<file path="config.mk">
export PLATFORM = sky130hd
export DESIGN_NAME = button_conditioner_flat
export DESIGN_NICKNAME = d
export VERILOG_FILES = /design/src/rtl/button_conditioner_if.sv /design/src/rtl/button_conditioner.sv /design/src/flat_wrapper.sv
export SDC_FILE = /design/constraint.sdc
export NUM_CORES = 1
export LEC_CHECK = 0
export CAP_MARGIN = 10
export CORE_MARGIN = 3
export CORE_UTILIZATION = 41
export CTS_BUF_LIST = sky130_fd_sc_hd__clkbuf_8
export DETAILED_ROUTE_END_ITERATION = 8
export GPL_TIMING_DRIVEN = 0
export MAX_ROUTING_LAYER = met4
export PLACE_DENSITY = 0.6
export SLEW_MARGIN = 10
export SYNTH_ARGS = -nofsm -noshare
export SYNTH_HDL_FRONTEND = slang
export SYNTH_SLANG_ARGS = --single-unit
export TNS_END_PERCENT = 5
</file>
<file path="constraint.sdc">
create_clock -name clk -period 2.8 [get_ports clk]
set_input_delay 0.56 -clock clk [delete_from_list [all_inputs] [get_ports clk]]
set_output_delay 0.56 -clock clk [all_outputs]
set_load 0.01 [all_outputs]
</file>
<file path="src/rtl/button_conditioner_if.sv">
// Raw push-button inputs and conditioned outputs of the button conditioner.
// Button side drives raw levels; conditioner side returns pulses and debounced levels.
interface button_conditioner_if;
  logic       btn_reset;
  logic       btn_trig;
  logic       btn_split;
  logic       reset_o;
  logic       trig_o;
  logic       split_o;
  logic [2:0] btn_level;

  modport master (
    output btn_reset,
    output btn_trig,
    output btn_split,
    input  reset_o,
    input  trig_o,
    input  split_o,
    input  btn_level
  );

  modport slave (
    input  btn_reset,
    input  btn_trig,
    input  btn_split,
    output reset_o,
    output trig_o,
    output split_o,
    output btn_level
  );
endinterface

</file>
<file path="src/rtl/button_conditioner.sv">
// Three independent button channels: 2-FF synchronizer, saturating debounce counter and
// rising-edge pulse. The reset-button pulse masks coincident trig/split pulses.
module button_conditioner #(
  parameter int unsigned DEBOUNCE_CYCLES = 1000000
) (
  input logic                  clk,
  input logic                  reset,
  button_conditioner_if.slave  btn
);

  localparam int unsigned CntW = $clog2(DEBOUNCE_CYCLES);
  localparam logic [CntW-1:0] CntMax = CntW'(DEBOUNCE_CYCLES - 1);

  // Channel order matches btn_level: bit 0 reset, bit 1 trig, bit 2 split.
  logic [2:0] raw;
  logic [2:0] level;
  logic [2:0] pulse;

  assign raw = {btn.btn_split, btn.btn_trig, btn.btn_reset};

  for (genvar g = 0; g < 3; g++) begin : gen_chan
    logic            meta_q;
    logic            sync_q;
    logic            level_q, level_d;
    logic            pulse_q, pulse_d;
    logic [CntW-1:0] cnt_q, cnt_d;

    always_comb begin
      level_d = level_q;
      pulse_d = 1'b0;
      cnt_d   = '0;
      if (sync_q != level_q) begin
        if (cnt_q == CntMax) begin
          // Pulse is registered alongside the level so both rise on the same edge.
          level_d = sync_q;
          pulse_d = sync_q;
        end else begin
          cnt_d = cnt_q + 1'b1;
        end
      end
    end

    always_ff @(posedge clk) begin
      if (reset) begin
        meta_q  <= 1'b0;
        sync_q  <= 1'b0;
        level_q <= 1'b0;
        pulse_q <= 1'b0;
        cnt_q   <= '0;
      end else begin
        meta_q  <= raw[g];
        sync_q  <= meta_q;
        level_q <= level_d;
        pulse_q <= pulse_d;
        cnt_q   <= cnt_d;
      end
    end

    assign level[g] = level_q;
    assign pulse[g] = pulse_q;
  end

  // A reset press wins outright; masked trig/split pulses are simply lost.
  assign btn.reset_o   = pulse[0];
  assign btn.trig_o    = pulse[1] & ~pulse[0];
  assign btn.split_o   = pulse[2] & ~pulse[0];
  assign btn.btn_level = level;

endmodule

</file>
<file path="src/flat_wrapper.sv">
// flat-port wrapper written by rule: the top's interface ports become plain ports
module button_conditioner_flat 
#(
  parameter int unsigned DEBOUNCE_CYCLES = 1000000
)
  (clk, reset, btn_btn_reset, btn_btn_trig, btn_btn_split, btn_reset_o, btn_trig_o, btn_split_o, btn_btn_level);
  button_conditioner_if btn_i ();
  input logic clk;
  input logic reset;
  input wire logic [$bits(btn_i.btn_reset)-1:0] btn_btn_reset;
  input wire logic [$bits(btn_i.btn_trig)-1:0] btn_btn_trig;
  input wire logic [$bits(btn_i.btn_split)-1:0] btn_btn_split;
  output wire logic [$bits(btn_i.reset_o)-1:0] btn_reset_o;
  output wire logic [$bits(btn_i.trig_o)-1:0] btn_trig_o;
  output wire logic [$bits(btn_i.split_o)-1:0] btn_split_o;
  output wire logic [$bits(btn_i.btn_level)-1:0] btn_btn_level;
  assign btn_i.btn_reset = btn_btn_reset;
  assign btn_i.btn_trig = btn_btn_trig;
  assign btn_i.btn_split = btn_btn_split;
  assign btn_reset_o = btn_i.reset_o;
  assign btn_trig_o = btn_i.trig_o;
  assign btn_split_o = btn_i.split_o;
  assign btn_btn_level = btn_i.btn_level;
  button_conditioner #(.DEBOUNCE_CYCLES(DEBOUNCE_CYCLES)) u_core (.clk(clk), .reset(reset), .btn(btn_i));
endmodule
</file>
# --- After elaboration in Yosys (flattened, before gate mapping) ---
# Index checks and enable logic that the tools add are counted.
# Widths: inputs -> output; s select.
classes:
  add_sub_neg: 3
  eq_ne: 6
  bitwise: 9
  reduce_logical: 9
ops:
  columns: ["operator", "count"]
  rows:
  - ["$add 20x1->20 const B", 3]
  - ["$eq 20x20->1 const B", 3]
  - ["$reduce_or 3->1", 6]
  - ["$not 1->1", 7]
  - ["$reduce_and 2->1", 3]
  - ["$ne 1x1->1", 3]
  - ["$and 1x1->1", 2]
word_totals:
  ff_bits: 72
  in_bits: 5
  out_inout_bits: 6
  elab_cells: 42

# --- Longest topological paths before layout ---
depth:
  depth_word: 3
  mapped_depth: 6
  mapped_depth_nobuf: 5

# --- Worst setup path after synthesis ---
# No wires, ideal clock.
synth_path:
  path_kind: "flip-flop to flip-flop"
  start: "register u_core.gen_chan[0].cnt_q[0]"
  end: "register u_core.gen_chan[0].cnt_q[18]"
  setup_ps: 70
  arrival_ps: 1948
  required_time_ps: 2730
  setup_slack_ps: 782
  stages_incl_launch_ff: 7
  n_path_buf: 1
  synth_period_minus_slack_ps: 2018
  cell_sequence: "dfxtp_1 -> ha_1 -> nand4_1 -> or4_1 -> clkbuf_2 -> or4_1 -> a21oi_1"
synth_via:
  elab_chain_len: 2
  word_cells_on_any_way: 3
  classes_between: "1 x add/sub; 1 x eq/ne; 1 x reduce/logical"
synth_rtl:
  columns: ["item", "line", "text"]
  rows:
  - ["start: declaration", "button_conditioner.sv:26", "logic [CntW-1:0] cnt_q, cnt_d;"]
  - ["start signal: assignment", "button_conditioner.sv:55", "cnt_q <= cnt_d;"]
  - ["parallel branches: the longest is 2 deep, another holds $add 20x1->20", null, null]
# Several ways; the timed one is not identified.
# A chain may end at the register's enable or synchronous reset.

# --- Worst setup path in the final report ---
# Ends and elaborated chain as after synthesis.

==> results by group <==
Finish
  – Final nets: 390
  – Fraction of layout cells with a size suffix above 1: 8.53%
  – N_diodes: 0
  – Post-route cell area: 3600 um2
  – Layout area overhead: 13.6%

Clocking
  – Root Driver: clkbuf_8
  – Clk_lat worst skew: 330 ps
  – Cts repair resizes: 0
  – CTS H-tree lvls: 3
  – Post-CTS setup buffers: 0
  – Clk buf depth: 2
  – TritonCTS clock tree: yes
  – Hold_buf cts: 0
  – Num Clock Sinks: 72
  – Num CTS Buffers: 9
  – Worst-path clk slew: 70 ps

Power and ir drop
  – Max rail drop VDD: 0.280 mV
  – Psw: 394 uW
  – Int Pwr: 1500 uW
  – Sequential share of power: 54.5%
  – Switch share: 20.8%
  – Total power divided by cell area: 526 nW/um2
  – Comb power frac: 1.4%
  – Clock share of power: 44.1%
  – Leakage: 0.00106 uW

Detailed routing
  – Drt wl/cell: 12.2 um
  – Vias: 2488
  – Initial DRC Count: 86
  – Final WL: 5920 um
  – Vias/cell: 5.12
  – Antenna-violating nets left: 0
  – TritonRoute pass-1 iters: 4
  – Drt drc: 0

STA
  – Relative slew slack: 64.9%
  – Final setup vio count: 0
  – Count of pins over their slew limit: 0
  – Slew @ Worst Pin: 522 ps
  – Final Hold Fails: 0
  – RSZ-0062 raised after global routing: false
  – Final period util: 77.7%
  – Min Tclk post-route: 2180 ps
  – Clock skew: 4.21 ps
  – Setup WS post-layout: 623 ps
  – Setup_tns: 0 ps
  – Fmax: 459 MHz

Setup path
  – Reg2reg end: u_core.gen_chan[0].cnt_q[18]$_SDFF_PP0_
  – CP endpoint kind: flip-flop
  – Arr. time, crit path: 2450 ps
  – Crit Path Class: reg2reg
  – CP max stage cell: or4_1
  – WP buf/inv: 1
  – Slowest cell delay on critical path: 540 ps
  – Crit-path max FO: 7
  – Flop2flop setup slack: 620 ps
  – CP Launch Type: flip-flop
  – RR Startpoint: u_core.gen_chan[0].cnt_q[0]$_SDFF_PP0_
  – CP required: 3070 ps
  – Worst-path cell chain: ha_1, nand4_1, or4_1, clkbuf_2, or4_1, a21oi_1
  – Most frequent CP cell: or4_1
  – R2R cell count: 6
  – Top delay family on crit path: simple AND/OR/NAND/NOR gates

Synthesis
  – Post-synth EDFFs: 0
  – Syn nets: 369
  – Top_reg_cell synth: dfxtp_1
  – Syn Std Cell Area: 3170 um2
  – Dominant cell by count in the synthesized netlist: dfxtp_1
  – Post-synth top area cell: dfxtp_1
  – Syn_area_per_cell: 8.77 um2
  – Yosys warns: 0
  – Asr flop ratio synth: 0%
  – Synthesized instance count: 361
  – Top cell type's share of synthesized area: 45.5%
  – #FFs+latches synth: 72
  – Top cells by count, synth: dfxtp_1 (72), nor2_1 (50), nand3_1 (22), xnor2_1 (22)
  – Register area share after synthesis: 45.5%
  – Post-synth cell types: 39
  – Synth area leaders: dfxtp_1 (46%), xnor2_1 (6.1%), nor2_1 (5.9%), xor2_1 (5.3%), nand3_1 (3.5%)

Global route
  – First-pass GRT wire length: 10700 um
  – Largest net degree at the start of global routing: 13
  – Tot GR Track Use: 15.6%
  – Initial antenna violation count: 0
  – Vias in the first global route: 2419
  – Total grt overflow: 0

Placement
  – Dpl ws: 603 ps
  – DP Area: 3390 um2
  – Port bufs: 10
  – Hpwl dp: 4300 um
  – Routability Congestion: 0.832

Run
  – Max-Cap Viols: 0

Worst hold path
  – Hold Path End: u_core.gen_chan[2].sync_q$_SDFF_PP0_
  – WHS Path Cells: 1
  – Hold Path Origin: u_core.gen_chan[2].meta_q$_SDFF_PP0_
  – Min-delay worst type: reg2reg

Run status
  – Outcome: completed

Floorplanning
  – Rows: 31
  – I/O pin cnt: 11
  – Die area: 8810 um2
  – Die Y: 93.9 um
  – Initial Util: 43.0%
  – Die Wd: 93.9 um
  – Core Box Area: 7370 um2
-- per-stage QoR --
stage | hold WS, ps | cells | util (%) | total power [uW]
final | 437 | 486 | 48.8 | 1890
after detailed placement | 424 | 470 | 46.0 | 1080
after global placement | 424 | 470 | 46.0 | 1080
after CTS | 434 | 486 | 48.8 | 1920
after global routing | 443 | 486 | 48.8 | 1970
after floorplan | 413 | 361 | - | 1070
-- state kept, by name, summed over array words and instances, names as in the netlist --
register	count
u_core.btn.reset_o	1
u_core.gen_chan.cnt_q	60
u_core.gen_chan.level_q	3
u_core.gen_chan.meta_q	3
u_core.gen_chan.pulse_q	2
u_core.gen_chan.sync_q	3
-- cell usage in the layout, fill, tap and decap left out, types with 3 or more instances in the layout --
master and instances:
dfxtp_1 72, nor2_1 50, nand3_1 22, xnor2_1 22, xor2_1 19, a21oi_1 19
nand4_1 16, nand2_1 15, inv_1 15, o21ai_0 14, or3_1 11, clkbuf_8 11
clkdlybuf4s50_1 10, or4_1 9, nor2b_1 8, clkbuf_1 8, nor4_1 8, nor3_1 6
and4_1 5, o31ai_1 5, or4b_1 4, and3_1 3, ha_1 3, buf_4 3
-- cell families (layout without fill, tap and decap cells) --
kind of cell,Yosys count,in the layout,synth area share (%)
adders and majority gates,3,3,1.19
DFF,72,72,45.5
and+or+nand+nor,173,173,30.1
buffers and inverters,31,57,4.42
xor gates and xnor gates,41,41,11.3
AOI/OAI and AO/OA,41,41,7.43
-- layer usage --
metal  global-route usage, %  vias up  share of wire [%]
met1                    18.7     1131                 49
met5                       -        -                  0
met2                    24.1       30                 46
met3                    4.33       12                2.9
li1                        -     1315                  -
met4                    7.70        0                1.9
-- how the worst max path moves through the flow --
stage	endpoint	slack [ps]	start	cells past startpoint
final	u_core.gen_chan[0].cnt_q[18]$_SDFF_PP0_	620	u_core.gen_chan[0].cnt_q[0]$_SDFF_PP0_	6
after global routing	u_core.gen_chan[1].cnt_q[11]$_SDFF_PP0_	450	u_core.gen_chan[1].cnt_q[2]$_SDFF_PP0_	6
after CTS	u_core.gen_chan[0].cnt_q[18]$_SDFF_PP0_	590	u_core.gen_chan[0].cnt_q[0]$_SDFF_PP0_	6
after detailed placement	u_core.gen_chan[0].cnt_q[18]$_SDFF_PP0_	600	u_core.gen_chan[0].cnt_q[0]$_SDFF_PP0_	6
after global placement	u_core.gen_chan[0].cnt_q[18]$_SDFF_PP0_	660	u_core.gen_chan[0].cnt_q[0]$_SDFF_PP0_	6
after floorplan	u_core.gen_chan[0].cnt_q[18]$_SDFF_PP0_	780	u_core.gen_chan[0].cnt_q[0]$_SDFF_PP0_	6
-- cell type report --
| cell class | instances | area, um2 |
|---|---|---|
| clock buffer | 11 | 151 |
| fill | 723 | 3770 |
| timing repair buffer | 10 | 100 |
| buffer | 16 | 83.8 |
| sequential | 72 | 1440 |
| multi-input combinational | 258 | 1590 |
| inverter | 15 | 56.3 |
| clock inverter | 5 | 55.1 |
| tap | 99 | 124 |
-- power by group through the flow --
stage	Clock [uW]	Combinational (uW)	Sequential [uW]
2_1_floorplan	0	15.9	1050
3_3_place_gp	0	26.9	1060
3_5_place_dp	0	27.0	1060
4_1_cts	865	27.3	1030
5_1_grt	912	30.4	1030
6_report	834	26.4	1030
No activity file was read; power rests on OpenSTA's default activity.
